$ cat src/rtl/tlb_pkg.sv
// Shared constants, op codes and FSM state type for the TLB maintenance controller.
package tlb_pkg;

  localparam int          TLB_ENTRIES     = 8;
  localparam logic [11:0] TLB_INVALID_PID = 12'hFFF;

  localparam logic [1:0]  TLB_OP_WRITE = 2'd1;
  localparam logic [1:0]  TLB_OP_FLUSH = 2'd2;

  localparam logic [7:0]  EXC_UMISS = 8'h82;
  localparam logic [7:0]  EXC_KMISS = 8'h83;

  typedef enum logic [1:0] {
    ST_IDLE  = 2'd0,
    ST_WRITE = 2'd1,
    ST_FLUSH = 2'd2
  } tlb_state_e;

  function automatic logic is_miss(input logic [7:0] exc);
    return (exc == EXC_UMISS) || (exc == EXC_KMISS);
  endfunction

endpackage

$ cat src/rtl/tlb_miss_capture.sv
// Picks the older faulting lookup (port 1 over port 0) and holds it until the trap handler acks.
module tlb_miss_capture
  import tlb_pkg::*;
(
  input  logic        clk,
  input  logic        rst,
  input  logic        v0,
  input  logic        v1,
  input  logic [31:0] addr0,
  input  logic [31:0] addr1,
  input  logic [7:0]  exc0,
  input  logic [7:0]  exc1,
  input  logic [11:0] pid,
  input  logic        miss_ack,
  output logic        miss_pending,
  output logic [7:0]  miss_cause,
  output logic [31:0] miss_vaddr,
  output logic [11:0] miss_pid
);

  logic        cand0;
  logic        cand1;
  logic        open_slot;
  logic        capture;
  logic [7:0]  sel_cause;
  logic [31:0] sel_vaddr;

  assign cand0     = v0 && (exc0 != 8'h00);
  assign cand1     = v1 && is_miss(exc1);
  // An ack on the same edge frees the slot so a back-to-back miss is not lost.
  assign open_slot = !miss_pending || miss_ack;
  assign capture   = open_slot && (cand0 || cand1);

  always_comb begin
    sel_cause = exc0;
    sel_vaddr = addr0;
    if (cand1) begin
      sel_cause = exc1;
      sel_vaddr = addr1;
    end
  end

  // Record stage: cause/address/pid registered on capture, frozen while pending
  always_ff @(posedge clk) begin
    if (rst) begin
      miss_pending <= 1'b0;
      miss_cause   <= 8'h00;
      miss_vaddr   <= 32'h0;
      miss_pid     <= 12'h000;
    end else if (capture) begin
      miss_pending <= 1'b1;
      miss_cause   <= sel_cause;
      miss_vaddr   <= sel_vaddr;
      miss_pid     <= pid;
    end else if (miss_ack) begin
      miss_pending <= 1'b0;
    end
  end

endmodule

$ cat src/rtl/tlb_ctrl.sv
// TLB maintenance sequencer (single write / full flush) plus lookup-miss recorder.
module tlb_ctrl
  import tlb_pkg::*;
#(
  parameter int ENTRIES = TLB_ENTRIES,
  parameter int PPN_W   = 6
) (
  input  logic             clk,
  input  logic             rst,
  input  logic             cmd_valid,
  output logic             cmd_ready,
  input  logic [1:0]       cmd_op,
  input  logic [31:0]      cmd_key,
  input  logic [PPN_W-1:0] cmd_ppn,
  output logic             busy,
  output logic             done,
  output logic             tlb_we,
  output logic [31:0]      tlb_key,
  output logic [31:0]      tlb_wdata,
  input  logic             kmode,
  input  logic [11:0]      pid,
  input  logic             v0,
  input  logic             v1,
  input  logic [31:0]      addr0,
  input  logic [31:0]      addr1,
  input  logic [7:0]       exc0,
  input  logic [7:0]       exc1,
  output logic             miss_pending,
  output logic [7:0]       miss_cause,
  output logic [31:0]      miss_vaddr,
  output logic [11:0]      miss_pid,
  input  logic             miss_ack
);

  localparam int CNT_W = (ENTRIES > 1) ? $clog2(ENTRIES) : 1;

  tlb_state_e       state, state_nxt;
  logic [CNT_W-1:0] cnt, cnt_nxt;
  logic [31:0]      key_p0;
  logic [PPN_W-1:0] ppn_p0;
  logic             rsv_done_p0;
  logic             accept;
  logic             reserved_op;
  logic             last_flush;
  logic             unused_kmode;

  // The TLB itself resolves privilege into the exc codes; nothing here needs it.
  assign unused_kmode = kmode;

  assign accept      = cmd_valid && (state == ST_IDLE);
  assign reserved_op = (cmd_op != TLB_OP_WRITE) && (cmd_op != TLB_OP_FLUSH);
  assign last_flush  = (state == ST_FLUSH) && (cnt == CNT_W'(ENTRIES - 1));

  always_ff @(posedge clk) begin
    if (rst) begin
      state       <= ST_IDLE;
      cnt         <= '0;
      rsv_done_p0 <= 1'b0;
    end else begin
      state       <= state_nxt;
      cnt         <= cnt_nxt;
      rsv_done_p0 <= accept && reserved_op;
    end
  end

  // Command latch stage: fields held for the duration of the command
  always_ff @(posedge clk) begin
    if (accept) begin
      key_p0 <= cmd_key;
      ppn_p0 <= cmd_ppn;
    end
  end

  always_comb begin
    state_nxt = state;
    cnt_nxt   = cnt;
    case (state)
      ST_IDLE: begin
        if (accept && (cmd_op == TLB_OP_WRITE)) begin
          state_nxt = ST_WRITE;
        end else if (accept && (cmd_op == TLB_OP_FLUSH)) begin
          state_nxt = ST_FLUSH;
          cnt_nxt   = '0;
        end
      end
      ST_WRITE: state_nxt = ST_IDLE;
      ST_FLUSH: begin
        if (last_flush) begin
          state_nxt = ST_IDLE;
          cnt_nxt   = '0;
        end else begin
          cnt_nxt = cnt + 1'b1;
        end
      end
      default: begin
        state_nxt = ST_IDLE;
        cnt_nxt   = '0;
      end
    endcase
  end

  // Every flush write targets the reserved pid, so the overwritten slots can never hit.
  always_comb begin
    cmd_ready = (state == ST_IDLE);
    busy      = (state != ST_IDLE);
    tlb_we    = (state != ST_IDLE);
    done      = (state == ST_WRITE) || last_flush || rsv_done_p0;
    tlb_key   = 32'h0;
    tlb_wdata = 32'h0;
    case (state)
      ST_WRITE: begin
        tlb_key   = key_p0;
        tlb_wdata = 32'(ppn_p0);
      end
      ST_FLUSH: tlb_key = {TLB_INVALID_PID, 20'(cnt)};
      default: ;
    endcase
  end

  tlb_miss_capture u_miss (
    .clk          (clk),
    .rst          (rst),
    .v0           (v0),
    .v1           (v1),
    .addr0        (addr0),
    .addr1        (addr1),
    .exc0         (exc0),
    .exc1         (exc1),
    .pid          (pid),
    .miss_ack     (miss_ack),
    .miss_pending (miss_pending),
    .miss_cause   (miss_cause),
    .miss_vaddr   (miss_vaddr),
    .miss_pid     (miss_pid)
  );

endmodule
$ cat config.mk
export PLATFORM = sky130hd
export DESIGN_NAME = tlb_ctrl
export DESIGN_NICKNAME = d
export VERILOG_FILES = /design/src/rtl/tlb_pkg.sv /design/src/rtl/tlb_miss_capture.sv /design/src/rtl/tlb_ctrl.sv
export SDC_FILE = /design/constraint.sdc
export NUM_CORES = 1
export LEC_CHECK = 0
export ABC_AREA = 1
export ABC_CLOCK_PERIOD_IN_PS = 5300
export CORE_MARGIN = 2
export CORE_UTILIZATION = 43
export CTS_CLUSTER_DIAMETER = 150
export DETAILED_ROUTE_END_ITERATION = 6
export PLACE_DENSITY = 0.88
export SLEW_MARGIN = 15
export SYNTH_ARGS = -nofsm -noshare
export SYNTH_HDL_FRONTEND = slang
export SYNTH_SLANG_ARGS = --single-unit
$ cat constraint.sdc
create_clock -name clk -period 5.3 [get_ports clk]
set_input_delay 1.59 -clock clk [delete_from_list [all_inputs] [get_ports clk]]
set_output_delay 1.59 -clock clk [all_outputs]
set_load 0.03 [all_outputs]
### Word level (Yosys, flattened, before mapping)

Index checks and enable logic that the tools add are counted.
W data, S select, Z words.

* flip-flop bits (word level): 97
* latch bits: 0
* memory bits (writable): 0
* bits in read-only memories: 0
* input port bits: 139
* output and inout port bits: 121
* logic and storage cells: 59
* memories kept: 0

* add/subtract/negate cells: 1
* multiply operators: 0
* divide/modulo/power cells: 0
* order comparisons: 0
* equal/unequal tests: 13
* shift operators: 0
* muxes and demuxes: 14
* bitwise logic cells: 1
* reductions and logical operators: 21

Operator list (number)
* $pmux W32 S2: 1
* $mux W32: 1
* $eq A8 B8 Y1 const B: 2
* $logic_and A1 B1 Y1: 9
* $mux W3: 3
* $pmux W3 S3: 1
* $mux W8: 1
* $reduce_bool A8 Y1: 1
* $mux W2: 3
* $mux W6: 1
* $ne A2 B2 Y1 const B: 3
* $logic_or A1 B1 Y1: 5
* $eq A2 B1 Y1 const B: 2
* $eq A2 B2 Y1 const B: 2
* $ne A2 B1 Y1 const B: 2
* $pmux W2 S2: 1
* $reduce_bool A2 Y1: 2
* $add A3 B1 Y3 const B: 1
* $eq A3 B3 Y1 const B: 1
* $ne A3 B1 Y1 const B: 1
* $reduce_and A3 Y1: 1
* $logic_not A2 Y1: 1
* $mux W1: 2
* $reduce_and A2 Y1: 1
* other kinds (2): 2

### Longest topological paths before layout

Gate-level depths: netlist of the first run.

* word-level depth: 6
* mapped depth: 10

### By module

From an unflattened synthesis of the first run, not the netlist that was laid out.

* cell total of the unflattened synthesis: 667
* area, all modules: 4862.2 µm²

Modules (own cells, without submodules)
* tlb_miss_capture: instances 1, cells each 457, area an instance 2742.6 µm², sequential area each 1061.0 µm²
* tlb_ctrl: instances 1, cells each 210, area an instance 2119.5 µm², sequential area each 1261.2 µm²

### Least setup slack after synthesis of the first run

OpenSTA, ideal clock, no wires.

* kind: flip-flop to output port
* start point: reg state[0]
* end point: out tlb_key[0]
* data arrival time: 1.715 ns
* data required time: 3.710 ns
* slack: 1.995 ns
* cell stages (with the launch flop): 6
* path buffers: 1
* cells stage by stage: dfxtp_1 inv_1 ha_1 clkbuf_1 nand2_1 o21ai_0

* cells in the longest elaborated chain, start to end: 2
* elaborated cells between the ends (all ways): 3
* those cells by class: eq/ne: 2; mux: 1

Ends and longest elaborated chain
* start, declared: RTL line tlb_ctrl.sv:37 `tlb_state_e state, state_nxt;`
* start signal, assigned: RTL line tlb_ctrl.sv:60 `state <= state_nxt;`
* $eq A2 B2 Y1 or $eq A2 B1 Y1 (tied branches): RTL line tlb_ctrl.sv:110 `case (state)`
* $pmux W32 S2 *: RTL line tlb_ctrl.sv:110
* end, declared: RTL line tlb_ctrl.sv:18 `output logic [31:0] tlb_key,`

Mark *: on every way between the ends. The rest lies on a longest branch, timed or not.

### Worst setup path after layout of the first run

* start point: reg state[0]
* end point: out tlb_key[1]

Same word-level chain as after synthesis.

==> impl_metrics.csv, run 1 <==
group,metric,value,unit
timing,period_share,85.91,%
power_and_ir_drop,power_density,274.8,nW/µm²
synth,synthTopCellsByArea,"dfxtp_1 25%, edfxtp_1 24%, nand2_1 15%",
clock_tree,postCtsHoldBufs,0,
timing,tightest_slew,0.9790,ns
clock_tree,clk_pin_slew,0.08,ns
cells_and_area,drive_gt1_share,2.968,%
global_routing,grt_pass1_vias,4221,
timing,hold_viol,0,
power_and_ir_drop,vdd_drop_max,0.1601,mV
clock_tree,cts_tree,"done",
detailed_routing,drt_iter0_markers,201,
detailed_routing,via_per_inst,4.508,
timing,rsz0062_at_grt,"false",
detailed_routing,ant_nets,0,
floorplan,die_width,109.7,µm
power_and_ir_drop,p_sw,0.6345,mW
synth,yosysUniqueCellTypes,22,
floorplan,die_height,109.7,µm
cells_and_area,area_delta_synth_final,52.03,%
power_and_ir_drop,p_seq_share,44.9,%
global_routing,grt_start_max_net_pins,56,
clock_tree,cts_setup_buffers,0,
placement,place_area,7099,µm²
floorplan,ios,260,
clock_tree,htreeDepth,3,
cells_and_area,layout_commonest_cell,"clkdlybuf4s50_1",
power_and_ir_drop,switching_share,31.61,%
synth,seq_area_frac_synth,48.33,%
clock_tree,cts_inserted_buffers,9,
critical_path,cp-end-kind,"primary output",
floorplan,num_rows,38,
clock_tree,ctsLongestPathBuffers,2,
synth,yosys_warnings,0,
cells_and_area,n_antenna_cell,0,
global_routing,grt-ovfl-total,0,
cells_and_area,fin_nets,1017,
synth,syn_inst,658,
synth,syn_avg_cell_area,7.302,µm²
placement,hpwl,9.350,mm
synth,ys_ff_latch,97,
synth,synth.top_cell.area_share,24.58,%
timing,finalClockSkew,0.008047,ns
cells_and_area,final_cell_mix,"232 x clkdlybuf4s50_1, 193 x nand2_1, 115 x nor2_1, 80 x inv_1, 59 x dfxtp_1",
floorplan,design.core.area,10890,µm²
global_routing,antenna_found_initial,0,
cells_and_area,seq_area,2322,µm²
floorplan,start_util,44.13,%
synth,syn_area,4805,µm²
critical_path,crit_fanout,17,
power_and_ir_drop,pwr-share-clk,24.5,%
clock_tree,cts_root_buffer,"clkbuf_8",
detailed_routing,vias,4580,
detailed_routing,wl_per_cell,12.39,µm
detailed_routing,first_pass_iters,5,
critical_path,path_class,"reg -> out",
timing,fmax,219.6,MHz
power_and_ir_drop,combPwrFrac,30.5,%
power_and_ir_drop,internal_power,1.373,mW
clock_tree,clk_latency,0.35,ns
global_routing,grtUsageTotal,20.89,%
detailed_routing,drcViolationCount,0,
critical_path,start_kind,"flip-flop",
cells_and_area,design_area,7305,µm²
floorplan,dieArea,12040,µm²
cells_and_area,multi_input_area,1923,µm²
placement,gp_congestion,0.7878,
detailed_routing,wl,12.59,mm
min_path,min_path_type,"reg -> reg",
outcome,status,"completed",
critical_path,arrival,2.96,ns
power_and_ir_drop,p_leak,3.401,nW
critical_path,worstPathRequired,3.71,ns
global_routing,grt_pass1_wl,19.63,mm
timing,period_minus_slack,4.553,ns
timing,maxSlewViolCount,0,
flow_run,drv_cap,0,
placement,io_buffer_count,232,
clock_tree,ctsResizeCount,0,
timing,relSlewSlack,34.73,%
clock_tree,cts_sinks,97,
synth,synthDominantAreaCellType,"dfxtp_1",
timing,tns,0,ns
timing,setup_viol,0,
cells_and_area,fill_cells,925,
==> Yosys cell counts <==
cell / count
nand2_1: 193
nor2_1: 115
inv_1: 80
dfxtp_1: 59
nand3_1: 52
edfxtp_1: 38
buf_4: 27
a21oi_1: 22
clkbuf_1: 21
nand3b_1: 13
buf_2: 12
ha_1: 7
o21ai_0: 5
buf_1: 2
nand2_2: 2
nand4_1: 2
nor3_4: 2
nor3b_1: 2
a211o_1: 1
a211oi_1: 1
conb_1: 1
inv_2: 1
==> power groups by stage <==
stage          clock network [mW]  registers [mW]  logic, mW
6_report                    0.492           0.902      0.613
3_3_place_gp                    0           0.914      0.605
4_1_cts                     0.507           0.903      0.617
2_1_floorplan                   0           0.980      0.299
5_1_grt                     0.539           0.912      0.671
3_5_place_dp                    0           0.920      0.615
==> kinds of logic after synthesis <==
group	Yosys count	share of synthesized area, %
simple gates	381	33.02
other cells	1	0.07805
compound gates	29	3.151
flops	97	48.33
buf+inv	143	13.59
fa+ha+maj	7	1.823
==> state kept, by name, summed over array words and instances (netlist names) <==
register	cells
cnt	3
key_p0	32
u_miss.miss_cause	8
u_miss.miss_vaddr	32
u_miss.miss_pid	12
state	2
u_miss.miss_pending	1
rsv_done_p0	1
ppn_p0	6
==> stage by stage <==
stage	setup slack (ns)	power [mW]	instances	hold slack (ns)	utilization (%)
floorplan	1.995	1.279	683	0.4504	-
global placement	1.065	1.520	1000	0.4603	65.20
detailed placement	1.026	1.534	1000	0.4713	65.20
CTS	0.7422	2.027	1016	0.4924	67.09
global route	0.5575	2.121	1016	0.5189	67.09
finish	0.7469	2.007	1016	0.4838	67.09
==> critical path, stage by stage, from the launching register on <==
cell and delay (ns):
dfxtp_1 0.36, inv_1 0.07, ha_1 0.65, nand2_1 0.48, o21ai_0 0.33, clkdlybuf4s50_1 0.73
==> path summary, 6_finish.rpt <==
kind,startpoint,end,slack (ns),depth (start not counted)
hold reg to reg,state[0],state[0],0.48,2
hold / removal,state[0],state[0],0.48,2
setup reg to reg,u_miss.miss_pending,u_miss.miss_vaddr[17],3.35,7
setup / recovery,state[0],tlb_key[1],0.75,5
==> layout make-up <==
cell class	count	area share, %
Clock inverter	4	0.6852
Tap cell	140	2.398
Sequential cell	97	31.79
Timing Repair Buffer	239	32.51
Clock buffer	12	2.124
Multi-Input combinational cell	443	26.33
Inverter	81	4.162
==> routing by layer <==
metal,part of all wire [%],vias to the layer above,global-route usage [%],routed length (µm)
met3,11,20,9.188,1430
met4,2.2,0,7.505,280
met5,0,-,0,0
li1,-,2385,-,-
met2,47,197,35.49,5943
met1,39,1978,23.17,4938
Note: power is estimated with default switching activity, not from simulation.
==> run 2, diff against run 1 <==
CORE_ASPECT_RATIO = 1.25   (was unset)
SLEW_MARGIN = 10   (was 15)
==> run 2 against run 1 <==
  * Fmax grew 2.8%
  * Via count grew 1.5%
  * First-iteration DRC count grew 10%
  * Combinational power grew 0.7%
  * Power grew 9.3%
  * Critical endpoint is now tlb_key[2]
==> impl_metrics.csv, run 2 (synthesis gave the netlist of run 1 again) <==
group,metric,value,unit
outcome,status,"completed",
detailed_routing,wl,13.18,mm
timing,period_minus_slack,4.429,ns
cells_and_area,fill_cells,916,
clock_tree,clk_latency,0.34,ns
timing,setup_slack,0.8714,ns
cells_and_area,area_delta_synth_final,54.11,%
global_routing,grt_pass1_vias,4315,
cells_and_area,design_area,7405,µm²
detailed_routing,drcViolationCount,0,
critical_path,cpMaxStageDelayCell,"clkdlybuf4s50_1",
floorplan,dieArea,12040,µm²
timing,tightest_slew,0.9473,ns
critical_path,cp-end-kind,"primary output",
floorplan,ios,260,
clock_tree,cts_sinks,97,
placement,place_inst,995,
placement,place_area,7093,µm²
detailed_routing,wl_per_cell,13.04,µm
global_routing,antenna_found_initial,0,
placement,io_buffer_count,232,
clock_tree,cts_tree,"done",
detailed_routing,first_pass_iters,6,
timing,period_share,83.56,%
critical_path,path_class,"reg -> out",
floorplan,die_height,122.2,µm
cells_and_area,fin_nets,1017,
timing,maxSlewViolCount,0,
global_routing,grt_pass1_wl,21.00,mm
critical_path,crit_fanout,17,
power_and_ir_drop,p_leak,3.450,nW
floorplan,start_util,43.78,%
detailed_routing,via_per_inst,4.598,
cells_and_area,final_util,67.46,%
timing,finalClockSkew,0.004921,ns
clock_tree,clk_pin_slew,0.07,ns
clock_tree,cts_inserted_buffers,9,
clock_tree,cts_setup_buffers,0,
timing,setup_viol,0,
critical_path,arrival,2.84,ns
cells_and_area,layout_commonest_cell,"clkdlybuf4s50_1",
clock_tree,postCtsHoldBufs,0,
detailed_routing,drt_iter0_markers,221,
clock_tree,cts_root_buffer,"clkbuf_16",
cells_and_area,n_antenna_cell,0,
min_path,min_path_type,"reg -> reg",
floorplan,num_rows,43,
global_routing,grt_start_max_net_pins,60,
floorplan,die_width,98.55,µm
timing,rsz0062_at_grt,"false",
placement,pre_cts_slack,1.185,ns
global_routing,grtUsageTotal,22.13,%
detailed_routing,vias,4649,
clock_tree,ctsResizeCount,0,
timing,fmax,225.8,MHz
timing,hold_viol,0,
critical_path,worstPathRequired,3.71,ns
flow_run,drv_cap,0,
placement,hpwl,9.873,mm
cells_and_area,final_cell_mix,"232 x clkdlybuf4s50_1, 193 x nand2_1, 115 x nor2_1, 80 x inv_1, 59 x dfxtp_1",
placement,gp_congestion,0.7977,
cells_and_area,fin_cells,1011,
global_routing,grt-ovfl-total,0,
clock_tree,ctsLongestPathBuffers,2,
detailed_routing,ant_nets,0,
critical_path,cp_cell_sequence,"inv_1 -> ha_1 -> nand2_1 -> o21ai_0 -> clkdlybuf4s50_1",
timing,tns,0,ns
cells_and_area,drive_gt1_share,3.196,%
timing,relSlewSlack,36.75,%
critical_path,max_stage_delay,0.70,ns
floorplan,design.core.area,10980,µm²
clock_tree,htreeDepth,3,
cells_and_area,reg.largest.list,"key_p0 x32, u_miss.miss_vaddr x32, u_miss.miss_pid x12",
power_and_ir_drop,vdd_drop_max,0.1473,mV
critical_path,start_kind,"flip-flop",
power_and_ir_drop,power_density,296.4,nW/µm²
==> run 2: changes by cell type in the layout (fill, tap and decap cells not counted), sizes merged <==
cell	change
clkinv	+1
inv	+2
clkbuf	-3
==> run 2: power breakdown <==
group / switching (mW) / leakage, nW / total, mW / internal [mW]
Sequential: 0.0319 / 0.856 / 0.903 / 0.871
Clock: 0.299 / 0.150 / 0.674 / 0.376
Combinational: 0.359 / 2.44 / 0.617 / 0.258
==> run 2: cell type report <==
type	instances	area, µm²	share of cell area (%)
clock buffers	9	225.2	3.042
clock inverters	7	86.33	1.166
inverters	81	304.0	4.106
multi-input cells	443	1923	25.97
flip-flops and latches	97	2322	31.36
well taps	135	168.9	2.281
repair buffers	239	2375	32.07
==> run 2: metal layers <==
layer / routed length (µm) / global-route usage [%] / vias to the layer above
met5: 0 / 0 / -
met4: 464 / 11.04 / 0
met3: 1073 / 6.368 / 31
met2: 6723 / 40.01 / 205
met1: 4919 / 23.43 / 2023
li1: - / - / 2390
==> run 2: metrics by stage <==
step	hold slack, ns	power [mW]
2_1_floorplan	0.4504	1.279
3_3_place_gp	0.4599	1.523
3_5_place_dp	0.4667	1.538
4_1_cts	0.4851	2.215
5_1_grt	0.5087	2.303
6_report	0.4822	2.195
==> run 2: final timing paths <==
check,startpoint,to,slack (ns),cells past startpoint
worst max register to register,u_miss.miss_pending,u_miss.miss_vaddr[23],3.48,7
worst max-delay path,state[0],tlb_key[2],0.87,5
worst min register to register,u_miss.miss_pid[3],u_miss.miss_pid[3],0.48,2
worst min-delay path,u_miss.miss_pid[3],u_miss.miss_pid[3],0.48,2
==> run 2: worst max-delay path: cells and delay by family, from the launching register on <==
family	cells	cell delay, ns
compound gates	1	0.28
fa+ha+maj	1	0.64
buf+inv	2	0.77
flops	1	0.36
simple gates	1	0.45
